File: src/rtl/regfile_sequencer.sv
`timescale 1ns/1ps
// Register-file command sequencer: runs bit-serial read (through an external
// serial ALU) and write phases against a 32x32 register file, one bit per cycle.
module regfile_sequencer (
    input  logic        clk,
    input  logic        rst,
    input  logic        start,
    output logic        ready,
    input  logic [1:0]  mode,
    input  logic [4:0]  rs1,
    input  logic [4:0]  rs2,
    input  logic [4:0]  rd,
    input  logic [31:0] wdata,
    input  logic        portA,
    input  logic        portB,
    input  logic        aluBit,
    output logic        aluEn,
    output logic        aluFirst,
    output logic [4:0]  regA_select,
    output logic [4:0]  regB_select,
    output logic [4:0]  bitPos,
    output logic        writeEn,
    output logic        data_in,
    output logic        done,
    output logic [31:0] rdata
);

    localparam logic [1:0] StIdle  = 2'd0;
    localparam logic [1:0] StRead  = 2'd1;
    localparam logic [1:0] StWrite = 2'd2;
    localparam logic [1:0] StDone  = 2'd3;

    localparam logic [1:0] ModeRr  = 2'b00;
    localparam logic [1:0] ModeRd  = 2'b01;
    localparam logic [1:0] ModeWr  = 2'b10;

    logic [1:0]  state_q, state_d;
    logic [1:0]  mode_q, mode_d;
    logic [4:0]  rs1_q, rs1_d;
    logic [4:0]  rs2_q, rs2_d;
    logic [4:0]  rd_q, rd_d;
    logic [4:0]  bit_pos_q, bit_pos_d;
    logic [31:0] buffer_q, buffer_d;

    logic [4:0]  sel_a_q, sel_a_d;
    logic [4:0]  sel_b_q, sel_b_d;
    logic        write_en_q, write_en_d;
    logic        data_in_q, data_in_d;
    logic        alu_en_q, alu_en_d;
    logic        alu_first_q, alu_first_d;
    logic        done_q, done_d;

    // Sequencing: command acceptance, per-bit capture and phase transitions.
    always_comb begin
        state_d   = state_q;
        mode_d    = mode_q;
        rs1_d     = rs1_q;
        rs2_d     = rs2_q;
        rd_d      = rd_q;
        bit_pos_d = bit_pos_q;
        buffer_d  = buffer_q;
        case (state_q)
            StIdle: begin
                if (start) begin
                    mode_d    = mode;
                    rs1_d     = rs1;
                    rs2_d     = rs2;
                    rd_d      = rd;
                    bit_pos_d = 5'd0;
                    case (mode)
                        ModeRr, ModeRd: state_d = StRead;
                        ModeWr: begin
                            buffer_d = wdata;
                            state_d  = (rd != 5'd0) ? StWrite : StDone;
                        end
                        default: state_d = StDone;
                    endcase
                end
            end
            StRead: begin
                // portA/aluBit are combinational on the current bitPos/selects.
                buffer_d[bit_pos_q] = (mode_q == ModeRr) ? aluBit : portA;
                if (bit_pos_q == 5'd31) begin
                    bit_pos_d = 5'd0;
                    state_d   = (mode_q == ModeRr && rd_q != 5'd0) ? StWrite : StDone;
                end else begin
                    bit_pos_d = bit_pos_q + 5'd1;
                end
            end
            StWrite: begin
                if (bit_pos_q == 5'd31) begin
                    bit_pos_d = 5'd0;
                    state_d   = StDone;
                end else begin
                    bit_pos_d = bit_pos_q + 5'd1;
                end
            end
            default: begin
                bit_pos_d = 5'd0;
                state_d   = StIdle;
            end
        endcase
    end

    // Register-file outputs decoded from the next state so they appear registered.
    always_comb begin
        sel_a_d     = 5'd0;
        sel_b_d     = 5'd0;
        write_en_d  = 1'b0;
        data_in_d   = 1'b0;
        alu_en_d    = 1'b0;
        alu_first_d = 1'b0;
        done_d      = 1'b0;
        case (state_d)
            StRead: begin
                sel_a_d     = rs1_d;
                sel_b_d     = rs2_d;
                alu_en_d    = 1'b1;
                alu_first_d = (bit_pos_d == 5'd0);
            end
            StWrite: begin
                sel_a_d    = rd_d;
                // r0 is never a write target, even if WRITE were reached with rd=0.
                write_en_d = (rd_d != 5'd0);
                data_in_d  = buffer_d[bit_pos_d];
            end
            StDone:  done_d = 1'b1;
            default: ;
        endcase
    end

    // State and output registers, cleared asynchronously.
    always_ff @(posedge clk or posedge rst) begin
        if (rst) begin
            state_q     <= StIdle;
            mode_q      <= 2'b00;
            rs1_q       <= 5'd0;
            rs2_q       <= 5'd0;
            rd_q        <= 5'd0;
            bit_pos_q   <= 5'd0;
            buffer_q    <= 32'd0;
            sel_a_q     <= 5'd0;
            sel_b_q     <= 5'd0;
            write_en_q  <= 1'b0;
            data_in_q   <= 1'b0;
            alu_en_q    <= 1'b0;
            alu_first_q <= 1'b0;
            done_q      <= 1'b0;
        end else begin
            state_q     <= state_d;
            mode_q      <= mode_d;
            rs1_q       <= rs1_d;
            rs2_q       <= rs2_d;
            rd_q        <= rd_d;
            bit_pos_q   <= bit_pos_d;
            buffer_q    <= buffer_d;
            sel_a_q     <= sel_a_d;
            sel_b_q     <= sel_b_d;
            write_en_q  <= write_en_d;
            data_in_q   <= data_in_d;
            alu_en_q    <= alu_en_d;
            alu_first_q <= alu_first_d;
            done_q      <= done_d;
        end
    end

    assign ready       = (state_q == StIdle);
    assign regA_select = sel_a_q;
    assign regB_select = sel_b_q;
    assign bitPos      = bit_pos_q;
    assign writeEn     = write_en_q;
    assign data_in     = data_in_q;
    assign aluEn       = alu_en_q;
    assign aluFirst    = alu_first_q;
    assign done        = done_q;
    assign rdata       = buffer_q;

endmodule

File: config.mk
export PLATFORM = sky130hd
export DESIGN_NAME = regfile_sequencer
export DESIGN_NICKNAME = d
export VERILOG_FILES = /design/src/rtl/regfile_sequencer.sv
export SDC_FILE = /design/constraint.sdc
export NUM_CORES = 1
export LEC_CHECK = 0
export BUFFER_PORTS_ARGS = -buffer_cell sky130_fd_sc_hd__clkbuf_2
export CAP_MARGIN = 25
export CORE_MARGIN = 5
export CORE_UTILIZATION = 48
export DETAILED_ROUTE_END_ITERATION = 10
export PLACE_DENSITY = 0.78
export RECOVER_POWER = 100
export SLEW_MARGIN = 40
export SYNTH_ARGS = -nofsm -noshare
export SYNTH_HDL_FRONTEND = slang
export SYNTH_SLANG_ARGS = --single-unit
File: constraint.sdc
create_clock -name clk -period 3 [get_ports clk]
set_input_delay 0.45 -clock clk [delete_from_list [all_inputs] [get_ports clk]]
set_output_delay 0.45 -clock clk [all_outputs]
set_load 0.05 [all_outputs]
After elaboration in Yosys (flattened, before gate mapping)
Index checks and enable logic that the tools add are counted.
{"block": "totals", "latch_bits": 0, "romBits": 0, "memories": 0, "wordCells": 70, "ram_bits": 0, "reg_bits": 71}
{"block": "classes", "muxes": 32, "add_sub_neg": 1, "shifts": 0, "reduce_logical": 12, "magnitude_cmp": 3, "div_mod_pow": 0, "n_mul": 0, "bitwise": 0, "eq_ne": 8}
{"operator": "32-bit two-way mux", "count": 2}
{"operator": "32-bit case mux with 2 select lines", "count": 1}
{"operator": "5-bit two-way mux", "count": 9}
{"operator": "32-bit bitwise mux", "count": 1}
{"operator": "5-bit case mux with 2 select lines", "count": 2}
{"operator": "5-bit nonzero test", "count": 3}
{"operator": "5-bit by 6-bit < comparator with 1-bit output, second input constant", "count": 2}
{"operator": "1-bit two-way mux", "count": 10}
{"operator": "2-bit equality test, second input constant", "count": 4}
{"operator": "2-bit by 1-bit equality test with 1-bit output, second input constant", "count": 3}
{"operator": "2-bit logical NOT", "count": 3}
{"operator": "2-bit two-way mux", "count": 3}
{"operator": "2-bit case mux with 3 select lines", "count": 1}
{"operator": "5-bit by 1-bit adder with 5-bit output, second input constant", "count": 1}
{"operator": "1-bit binary-select mux with 5-bit select", "count": 1}
{"operator": "1-bit demux with 5-bit select", "count": 1}
{"operator": "5-bit equality test, second input constant", "count": 1}
{"operator": "5-bit by 1-bit >= comparator with 1-bit output, second input constant", "count": 1}
{"operator": "5-bit logical NOT", "count": 1}
{"operator": "2-bit case mux with 2 select lines", "count": 1}
{"operator": "2-bit OR reduction", "count": 2}
{"operator": "1-bit logical AND", "count": 2}
{"operator": "2-bit AND reduction", "count": 1}

Longest topological paths before layout
Gate-level depths: netlist (run 1).
{"block": "logic_depth", "ltp_word": 9, "ltp_mapped": 17, "depth_no_buf": 15}

Worst setup path before layout (run 1)
Ideal clock, no wire load.
{"block": "synth_timing", "path_kind": "register to register", "start": "reg bit_pos_q[0], in the netlist bitPos[0]", "end": "reg data_in_q, in the netlist data_in", "path_stages_with_launch": 12, "setup_ns": 0.124, "arrival_time_ns": 3.028, "t_required_ns": 2.876, "setup_slack_ns": -0.152, "path_cell_list": "dfrtp_1 > ha_1 > and3_1 > ha_1 > or3b_1 > a21o_1 > inv_1 > buf_2 > mux2_2 > o22ai_1 > a21oi_1 > a211o_1"}
{"element": "start: declaration", "line_no": "42", "source": "logic [4:0] bit_pos_q, bit_pos_d;"}
{"element": "start signal: assignment", "line_no": "155", "source": "bit_pos_q <= bit_pos_d;"}
{"element": "5-bit by 1-bit adder with 5-bit output / 5-bit equality test (equally long branches)"}
{"element": "5-bit two-way mux", "line_no": "83, 91"}
{"element": "5-bit case mux with 2 select lines (*)", "line_no": "62", "source": "case (state_q)"}
{"element": "net bit_pos_d[0]", "line_no": "42"}
{"element": "1-bit binary-select mux with 5-bit select (*)", "line_no": "125", "source": "data_in_d = buffer_d[bit_pos_d];"}
{"element": "1-bit two-way mux (implied by the code) (*)", "line_no": "125"}
{"element": "1-bit two-way mux (*)", "line_no": "114", "source": "case (state_d)"}
{"element": "net data_in_d", "line_no": "48", "source": "logic data_in_q, data_in_d;"}
{"element": "end signal: assignment", "line_no": "160", "source": "data_in_q <= data_in_d;"}
{"element": "end: declaration", "line_no": "48"}
Mark *: on every way through the listed nets, which the timed path passes. The rest lies on a longest branch. The select of a mux whose other input is x is not followed.
A chain may end at the register's enable or synchronous reset.

Final worst setup path (run 1)
{"block": "layout_timing", "start": "reg bit_pos_q[1], in the netlist bitPos[1]", "end": "reg data_in_q, in the netlist data_in"}
{"block": "layout_between", "elab_chain_cells": 9}
{"element": "5-bit by 6-bit < comparator with 1-bit output (implied by the code) / 5-bit by 1-bit >= comparator with 1-bit output (equally long branches)", "line_no": "82", "source": "buffer_d[bit_pos_q] = (mode_q == ModeRr) ? aluBit : portA;"}
{"element": "1-bit logical AND (implied by the code)", "line_no": "82"}
{"element": "1-bit two-way mux", "line_no": "82"}
{"element": "1-bit demux with 5-bit select", "line_no": "82"}
{"element": "32-bit bitwise mux", "line_no": "82"}
{"element": "32-bit case mux with 2 select lines", "line_no": "62"}
{"element": "1-bit binary-select mux with 5-bit select", "line_no": "125"}
{"element": "1-bit two-way mux (implied by the code)", "line_no": "125"}
{"element": "1-bit two-way mux (*)", "line_no": "114"}
{"element": "net data_in_d", "line_no": "48"}
Marks and branches as above.

==> flow_summary.toml, run 1 <==
[run_status]
status = "completed"

[setup_path]
crit_buf_inv = 0
arrival_ns = 3.07
start_kind = "flip-flop"
path_cells = "ha_2, and3_1, ha_1, or3b_1, a21o_1, and3_1, a32oi_1, and3_1, a41oi_1, a21o_1, a211o_1"
critPathTopFamily = "compound AO/OA/AOI/OAI gates"
crit_path_max_incr_delay_ns = 0.44
slowest_stage = "dfrtp_2"
crit_top_cell = "and3_1"
critPathKind = "reg2reg"
worstSetupEndpointType = "flip-flop"
crit_fanout = 4
required_ns = 3.23

[cts]
cts_hold_buf = 0
cts_tree = "yes"
cts_root_buf = "clkbuf_8"
clk_latency_ns = 0.35
path_clk_slew_ns = 0.09
cts_buffers = 9
htree_levels = 3
clock_sinks = 71
clock_path_buffers = 2

[yosys]
ys.flop_type = "dfrtp_1"
synth.most_common_cell = "dfrtp_1"
netlist_area_sq_um = 4130
syn_inst = 440
yosys_warnings = 0
synth_edf_count = 0
yosysSeqAreaShare = 0.431
synth_simple_gate_area_frac = 0.214
synth_area_leaders = "dfrtp_1 (43%), mux2_2 (4.9%), ha_1 (3.6%), nand3_1 (3.3%), nand2_1 (2.9%)"
synth-async-reset-ratio = 1.00
synth_xor_xnor_area_share = 0.00212
syn_nets = 507
synth_seq_cells = 71
synth.mux.area_fraction = 0.0710
synth-compound-area-share = 0.193
synth_cell_types = 55
synth_top_family_by_area = "simple AND/OR/NAND/NOR gates"
yosysTopAreaCell = "dfrtp_1"
synthTopCellsByCount = "dfrtp_1 (71), nand2_1 (32), nor2_1 (31)"
yosys.area_share.adder = 0.0364
avgSynthCellArea_sq_um = 9.38
yosys.area.top_type_share = 0.431

[global_route]
grt_pass1_wl_mm = 19.9
antenna_found_initial = 0
grt_pass1_vias = 3956
grt_use_total = 0.241
grt_overflow = 0
grt_max_degree = 42

[cells_and_area]
area_growth_pct = 21.7
drive_gt1_frac = 0.214
fin_nets = 619
finalInstanceArea_sq_um = 5020
n_antenna_cell = 0

[die]
die_h_microns = 103
core.rowCount = 33
start_util = 0.497
core_area_sq_um = 8300
die_area_sq_um = 10600
io_pins = 108
die_w_microns = 103

[timing]
fmax_mhz = 352
skew_ns = 0.0109
setup_viol = 0
setup_ws_ns = 0.162
period_share = 0.946
finalCriticalPeriod_ns = 2.84
setup_tns_ns = 0
relSlewSlack = 0.170
rsz0062_at_grt = "false"
worstMarginPinSlew_ns = 1.24
hold_violations = 0
slew_violations = 0

[run]
max-cap-violations = 0

[power_and_ir_drop]
intPower_uw = 3110
seqPwrFrac = 0.253
clkPwrFrac = 0.139
power_uw = 6620
p_leak_uw = 0.00219
switching_share = 0.530
power.density_nw_per_um2 = 1320
ir_drop_v = 0.000613
combinationalPowerShare = 0.607
switchingPower_uw = 3510

[drt]
routedWlPerCell_microns = 19.2
vias = 4056
finalWirelength_mm = 12.7
drc = 0
drtPass1Iterations = 5
vias_per_cell = 6.13
drt_iter0_drc = 292
ant_nets = 0

[place]
post_dp_cell_area_sq_um = 4880
dp_slack_ns = 0.168
portBuffers = 106
place.gp.congestion = 0.914
dpl.hpwl_mm = 9.26

[worst_hold_path]
min_path_type = "in2reg"
==> cell usage in the layout, fill, tap and decap left out, types with 16 or more instances in the layout <==
| cell | synthesis | final |
|---|---|---|
| clkbuf_1 | 20 | 57 |
| a21oi_1 | 22 | 21 |
| nand2_1 | 32 | 32 |
| o21ai_0 | 15 | 19 |
| clkbuf_2 | 0 | 54 |
| nand3_1 | 27 | 27 |
| buf_4 | 0 | 25 |
| and3_1 | 16 | 16 |
| nor2_1 | 31 | 31 |
| dfrtp_1 | 71 | 68 |
==> path summary, 6_finish.rpt <==
kind | cells after the start | startpoint | slack (ns) | to
setup / recovery | 11 | bitPos[1]$_DFF_PP0_ | 0.16 | data_in$_DFF_PP0_
hold / removal | 3 | wdata[3] | 0.33 | rdata[3]$_DFF_PP0_
setup reg to reg | 11 | bitPos[1]$_DFF_PP0_ | 0.16 | data_in$_DFF_PP0_
hold reg to reg | 1 | rs2_q[1]$_DFF_PP0_ | 0.49 | rs2_q[1]$_DFF_PP0_
max in group asynchronous | 3 | rst | 0.93 | bitPos[0]$_DFF_PP0_
min in group asynchronous | 2 | rst | 0.41 | rdata[2]$_DFF_PP0_
==> cell families (layout without fill, tap and decap cells) <==
family | Yosys count | in the layout
flops | 71 | 71
xor+xnor | 1 | 1
mux | 27 | 27
fa+ha+maj | 12 | 12
simple gates | 167 | 167
compound gates | 112 | 112
buf+inv | 50 | 167
==> worst min-delay path: stages <==
cell and delay, ns:
clkbuf_2 0.07, nand2_1 0.04, nand3_1 0.08
==> stage by stage <==
step,cells,utilization,hold slack (ns)
global placement,645,0.588,0.472
CTS,661,0.616,0.216
detailed placement,645,0.588,0.480
floorplan,440,-,0.465
global route,662,0.605,0.318
finish,662,0.605,0.327
==> cell type report <==
class / instances / area, sq um
Fill cell: 728 / 3280
Multi-Input combinational cell: 319 / 2130
Sequential cell: 71 / 1780
Timing Repair Buffer: 137 / 692
Tap cell: 105 / 131
Clock buffer: 9 / 124
Clock inverter: 7 / 111
Inverter: 14 / 52.6
==> state kept, by name, summed over array words and instances, names as in the netlist <==
signal / flops
writeEn: 1
rs2_q: 5
state_q: 2
aluFirst: 1
data_in: 1
bitPos: 5
mode_q: 2
aluEn: 1
regA_select: 5
regB_select: 5
rdata: 32
rd_q: 5
rs1_q: 5
done: 1
==> repair_timing <==
action	CTS	global route
buffers inserted	0	1
endpoints found under the setup margin	0	1
resized for setup	0	3
endpoints found under the hold margin	0	0
==> power groups by stage <==
stage               registers [uW]  logic [uW]  clock network [uW]
finish                        1680        4020                 921
global route                  1720        4300                 981
CTS                           1670        4090                 927
detailed placement            1690        4070                   0
global placement              1660        4000                   0
floorplan                     2690        1930                   0
==> routing by layer <==
layer  part of all wire  GRT usage
met3              0.083     0.0535
met2               0.47      0.376
met1               0.43      0.333
met5                  0          0
met4              0.011     0.0787
Note: power is estimated with default switching activity, not from simulation.
==> run 2: changes to the inputs <==
CORE_UTILIZATION = 45   (was 48)
PLACE_DENSITY = 0.73   (was 0.78)
==> run 2 against run 1 <==
Net effect:
- the flow now finishes with violations (capacitance limit, slew limit)
- register-to-register slack got worse by 0.02 ns
- sequential share of layout area barely moved
- non-clock buffer count fell by 5
- worst hold slack got worse by 0.0034 ns
- core utilization fell by 5.4 points
- sequential power barely moved
- wire length fell by 0.19%
- clock power rose by 11%
- setup slack got worse by 0.020 ns
- power rose by 0.62%
- final area barely moved
- critical endpoint unchanged
==> flow_summary.toml, run 2 (synthesized netlist as in run 1, its figures left out) <==
[timing]
rsz0062_at_grt = "false"
finalCriticalPeriod_ns = 2.86
skew_ns = 0.0114
worstMarginPinSlew_ns = 1.76
setup_viol = 0
slew_violations = 72
relSlewSlack = -0.170
period_share = 0.953
hold_violations = 0
fmax_mhz = 350
setup_tns_ns = 0

[setup_path]
arrival_ns = 3.11
worstSetupEndpointType = "flip-flop"
crit_fanout = 4
ff2ff_path_depth = 11
critPathKind = "reg2reg"
reg2reg_slack_ns = 0.14
required_ns = 3.25
r2r_start = "bitPos[0]$_DFF_PP0_"
r2r_end = "data_in$_DFF_PP0_"
start_kind = "flip-flop"

[global_route]
grt_use_total = 0.227
grt_pass1_wl_mm = 20.3
grt_overflow = 0
antenna_found_initial = 0
grt_pass1_vias = 3989
grt_max_degree = 72

[cts]
cts_resized = 0
clock_path_buffers = 2
cts_hold_buf = 0
cts_root_buf = "clkbuf_8"
cts_tree = "yes"
clk_latency_ns = 0.36
path_clk_slew_ns = 0.08
cts_buffers = 9
cts_setup_buffers = 0
clock_sinks = 71
htree_levels = 3

[die]
io_pins = 108
die_area_sq_um = 11200
die_h_microns = 106
core.rowCount = 35
start_util = 0.453
core_area_sq_um = 9110
die_w_microns = 106

[cells_and_area]
seq_area_sq_um = 1780
multi_input_area_sq_um = 2130
area_growth_pct = 21.6
fin_nets = 614
n_antenna_cell = 0
fillers = 859
largest_reg_flops = 32
layout_common_cells = "dfrtp_1 (68), clkbuf_1 (55), clkbuf_2 (54)"
layout_commonest_cell = "dfrtp_1"
drive_gt1_frac = 0.207

[run_status]
violations = "capacitance limit, slew limit"
status = "finished, violations left"

[worst_hold_path]
hp-start = "wdata[24]"
hold_path_end = "rdata[24]$_DFF_PP0_"
worstHoldPathCells = 3
min_path_type = "in2reg"

[place]
place.gp.congestion = 0.927
portBuffers = 106
dpl.hpwl_mm = 9.13

[power_and_ir_drop]
ir_drop_v = 0.000488
p_leak_uw = 0.00219
power_uw = 6660
power.density_nw_per_um2 = 1330

[drt]
vias_per_cell = 6.01
ant_nets = 0
finalWirelength_mm = 12.7
drtPass1Iterations = 5
routedWlPerCell_microns = 19.2
drc = 0
vias = 3987
drt_iter0_drc = 413

[run]
max-cap-violations = 1
-- run 2: changes by cell type in the layout (fill, tap and decap cells not counted), moves of 2 or more --
| cell | before | now |
|---|---|---|
| bufinv_16 | 2 | 4 |
| clkbuf_1 | 57 | 55 |
| inv_8 | 3 | 0 |
| buf_4 | 25 | 23 |
-- run 2: routing by layer --
layer | part of all wire | global-route usage | vias up | wire length, microns
met4 | 0.019 | 0.0971 | 0 | 242
met3 | 0.098 | 0.0563 | 22 | 1240
met5 | 0 | 0 | - | 0
met2 | 0.47 | 0.351 | 224 | 5950
met1 | 0.42 | 0.304 | 1899 | 5280
li1 | - | - | 1842 | -
-- run 2: critical path: stages, from the launching register on --
cell and delay (ns):
dfrtp_2 0.41, ha_2 0.19, and3_1 0.18, ha_1 0.18, or3b_1 0.36, a21o_1 0.25
and3_1 0.25, a32oi_1 0.20, and3_1 0.18, a41oi_1 0.09, a21o_1 0.20, a211o_1 0.29
-- run 2: cell type report --
cell class / instances / area share
tap: 111 / 0.0277
sequential: 71 / 0.355
clock buffer: 9 / 0.0247
inverter: 14 / 0.0105
clock inverter: 7 / 0.0284
multi-input combinational: 319 / 0.425
timing repair buffer: 132 / 0.129
-- run 2: worst max-delay path by stage --
stage | slack [ns] | end | cells past startpoint | start
2_1_floorplan | 0.02 | data_in$_DFF_PP0_ | 12 | bitPos[2]$_DFF_PP0_
3_3_place_gp | 0.28 | data_in$_DFF_PP0_ | 11 | bitPos[0]$_DFF_PP0_
3_5_place_dp | 0.22 | data_in$_DFF_PP0_ | 11 | bitPos[0]$_DFF_PP0_
4_1_cts | 0.17 | data_in$_DFF_PP0_ | 11 | bitPos[0]$_DFF_PP0_
5_1_grt | 0.07 | data_in$_DFF_PP0_ | 11 | bitPos[0]$_DFF_PP0_
6_report | 0.14 | data_in$_DFF_PP0_ | 11 | bitPos[0]$_DFF_PP0_
-- run 2: per-stage QoR --
stage	cell area (sq um)	cells	hold slack (ns)	setup WS (ns)	utilization
6_report	5020	663	0.324	0.141	0.551
3_5_place_dp	4830	647	0.480	0.217	0.531
3_3_place_gp	4830	647	0.472	0.275	0.530
2_1_floorplan	4140	440	0.465	0.0173	-
4_1_cts	5100	663	0.251	0.168	0.560
5_1_grt	5020	663	0.336	0.0686	0.551
-- run 2: report_power, final --
part	internal [uW]	switching, uW	total, uW
Clock	641	381	1020
Sequential	1410	277	1680
Combinational	1160	2800	3960
Total	3200	3460	6660
==> run 3: changes to the inputs <==
REMOVE_ABC_BUFFERS = 1   (was not set)
clock period = 2.3 ns   (was 3 ns; I/O delays follow)
==> run 3 against run 2 <==
Net effect:
- highest routed layer unchanged
- via count up 11%
- fmax up 9.7%
- largest cell class unchanged
- global-route usage up 2.2 points
- wire length up 10%
- the flow finishes with violations (setup timing)
- critical path depth unchanged
- clock skew up 0.0022 ns
- sequential power up 29%
- sequential cell count unchanged
- setup slack worse by 0.45 ns
==> flow_summary.toml, run 3 (synthesized netlist as in run 1, its figures left out) <==
[cts]
clk_latency_ns = 0.36
clock_sinks = 71
cts_hold_buf = 0
path_clk_slew_ns = 0.09
clock_path_buffers = 2
htree_levels = 3
cts_buffers = 9
cts_root_buf = "clkbuf_8"
cts_tree = "yes"

[setup_path]
critPathKind = "reg2reg"
reg2reg_slack_ns = -0.30
required_ns = 2.54
crit_fanout = 4
start_kind = "flip-flop"
worstSetupEndpointType = "flip-flop"
arrival_ns = 2.85

[global_route]
grt_overflow = 0
grt_pass1_wl_mm = 22.4
grt_pass1_vias = 4433
grt_max_degree = 27
antenna_found_initial = 0
grt_use_total = 0.249

[cells_and_area]
drive_gt1_frac = 0.381
area_growth_pct = 42.4
n_antenna_cell = 0
fin_nets = 699
final_core_util = 0.645
fillers = 766
largest_reg_flops = 32
layout_common_cells = "buf_4 (95), dfrtp_1 (71), clkbuf_2 (58)"
finalNonFillerCells = 748
layout_commonest_cell = "buf_4"

[die]
die_h_microns = 106
io_pins = 108
start_util = 0.453
die_area_sq_um = 11200
die_w_microns = 106
core_area_sq_um = 9110
core.rowCount = 35

[place]
dp_slack_ns = -0.394
place.gp.congestion = 0.958
place_inst = 725
dpl.hpwl_mm = 10.4
portBuffers = 106

[timing]
setup_viol = 13
timing.hold.ws_ns = 0.195
finalCriticalPeriod_ns = 2.60
worstMarginPinSlew_ns = 1.13
rsz0062_at_grt = "true"
fmax_mhz = 384
slew_violations = 0
hold_violations = 0
relSlewSlack = 0.244
period_share = 1.13
skew_ns = 0.0136
setup_ws_ns = -0.305

[drt]
ant_nets = 0
drt_iter0_drc = 325
drtPass1Iterations = 5
met3_wirelength_mm = 1.14
highest_layer = "met4"
wl_met2_mm = 6.77
drc = 0
met1_length_mm = 5.55
vias = 4440
routedWlPerCell_microns = 18.7
vias_per_cell = 5.94
finalWirelength_mm = 14.0

[run_status]
violations = "setup timing"
status = "finished, violations left"

[run]
max-cap-violations = 0

[power_and_ir_drop]
p_leak_uw = 0.00264
ir_drop_v = 0.00101
power.density_nw_per_um2 = 1680
power_uw = 9860

[worst_hold_path]
min_path_type = "in2async"
-- run 3: cell types whose count changed in the layout (fill, tap and decap cells not counted), moves of 5 or more --
| cell | previous run | this run |
|---|---|---|
| and2_4 | 0 | 5 |
| ha_1 | 11 | 6 |
| buf_6 | 0 | 6 |
| a22oi_1 | 10 | 4 |
| o311ai_1 | 7 | 13 |
| mux2_2 | 7 | 18 |
| a22oi_2 | 0 | 6 |
| buf_12 | 0 | 6 |
| mux2_1 | 11 | 0 |
| buf_4 | 23 | 95 |
| o311ai_0 | 8 | 2 |
-- run 3: worst paths after layout --
| check | cells past startpoint | endpoint | start |
|---|---|---|---|
| hold reg to reg | 1 | rs2_q[4]$_DFF_PP0_ | rs2_q[4]$_DFF_PP0_ |
| setup reg to reg | 11 | data_in$_DFF_PP0_ | bitPos[1]$_DFF_PP0_ |
| min in group clk | 3 | rdata[23]$_DFF_PP0_ | wdata[23] |
| hold / removal | 2 | rdata[22]$_DFF_PP0_ | rst |
| max in group asynchronous | 3 | state_q[0]$_DFF_PP0_ | rst |
| setup / recovery | 11 | data_in$_DFF_PP0_ | bitPos[1]$_DFF_PP0_ |
-- run 3: repair_timing --
| action | CTS | global route |
|---|---|---|
| buffers inserted | 1 | 7 |
| gates resized for setup | 11 | 37 |
| pin swaps | 8 | 11 |
| setup endpoints to repair | 13 | 15 |
-- run 3: power by group --
| group | switching, uW | internal [uW] | leakage, uW |
|---|---|---|---|
| Clock | 527 | 511 | 0.0000964 |
| Combinational | 4080 | 2580 | 0.00167 |
| Sequential | 343 | 1830 | 0.000875 |
| Total | 4950 | 4920 | 0.00264 |
-- run 3: per-stage QoR --
step	TNS [ns]	cell area, sq um
6_report	-1.57	5870
3_5_place_dp	-2.62	5470
2_1_floorplan	-11.42	3960
3_3_place_gp	-1.11	5470
5_1_grt	-2.95	5870
4_1_cts	-0.703	5730
-- run 3: critical path: stages (launching register included) --
cell	delay, ns
dfrtp_1	0.40
ha_2	0.19
and3_4	0.16
ha_4	0.16
or3b_1	0.34
a21o_1	0.21
and3_4	0.17
a32oi_1	0.15
and3_1	0.19
a41oi_2	0.09
a21o_1	0.17
a211o_1	0.26
-- run 3: layer usage --
layer / vias to the layer above / track usage
met5: - / 0
met4: 0 / 0.105
met3: 43 / 0.0563
met2: 246 / 0.424
met1: 2135 / 0.304
li1: 2016 / -
-- run 3: cell type report --
type | count | area (sq um) | share of cell area
repair buffers | 217 | 1400 | 0.238
clock buffers | 9 | 124 | 0.0211
clock inverters | 7 | 80.1 | 0.0136
flip-flops and latches | 71 | 1780 | 0.302
well taps | 111 | 139 | 0.0236
inverters | 14 | 52.6 | 0.00895
multi-input cells | 319 | 2300 | 0.392
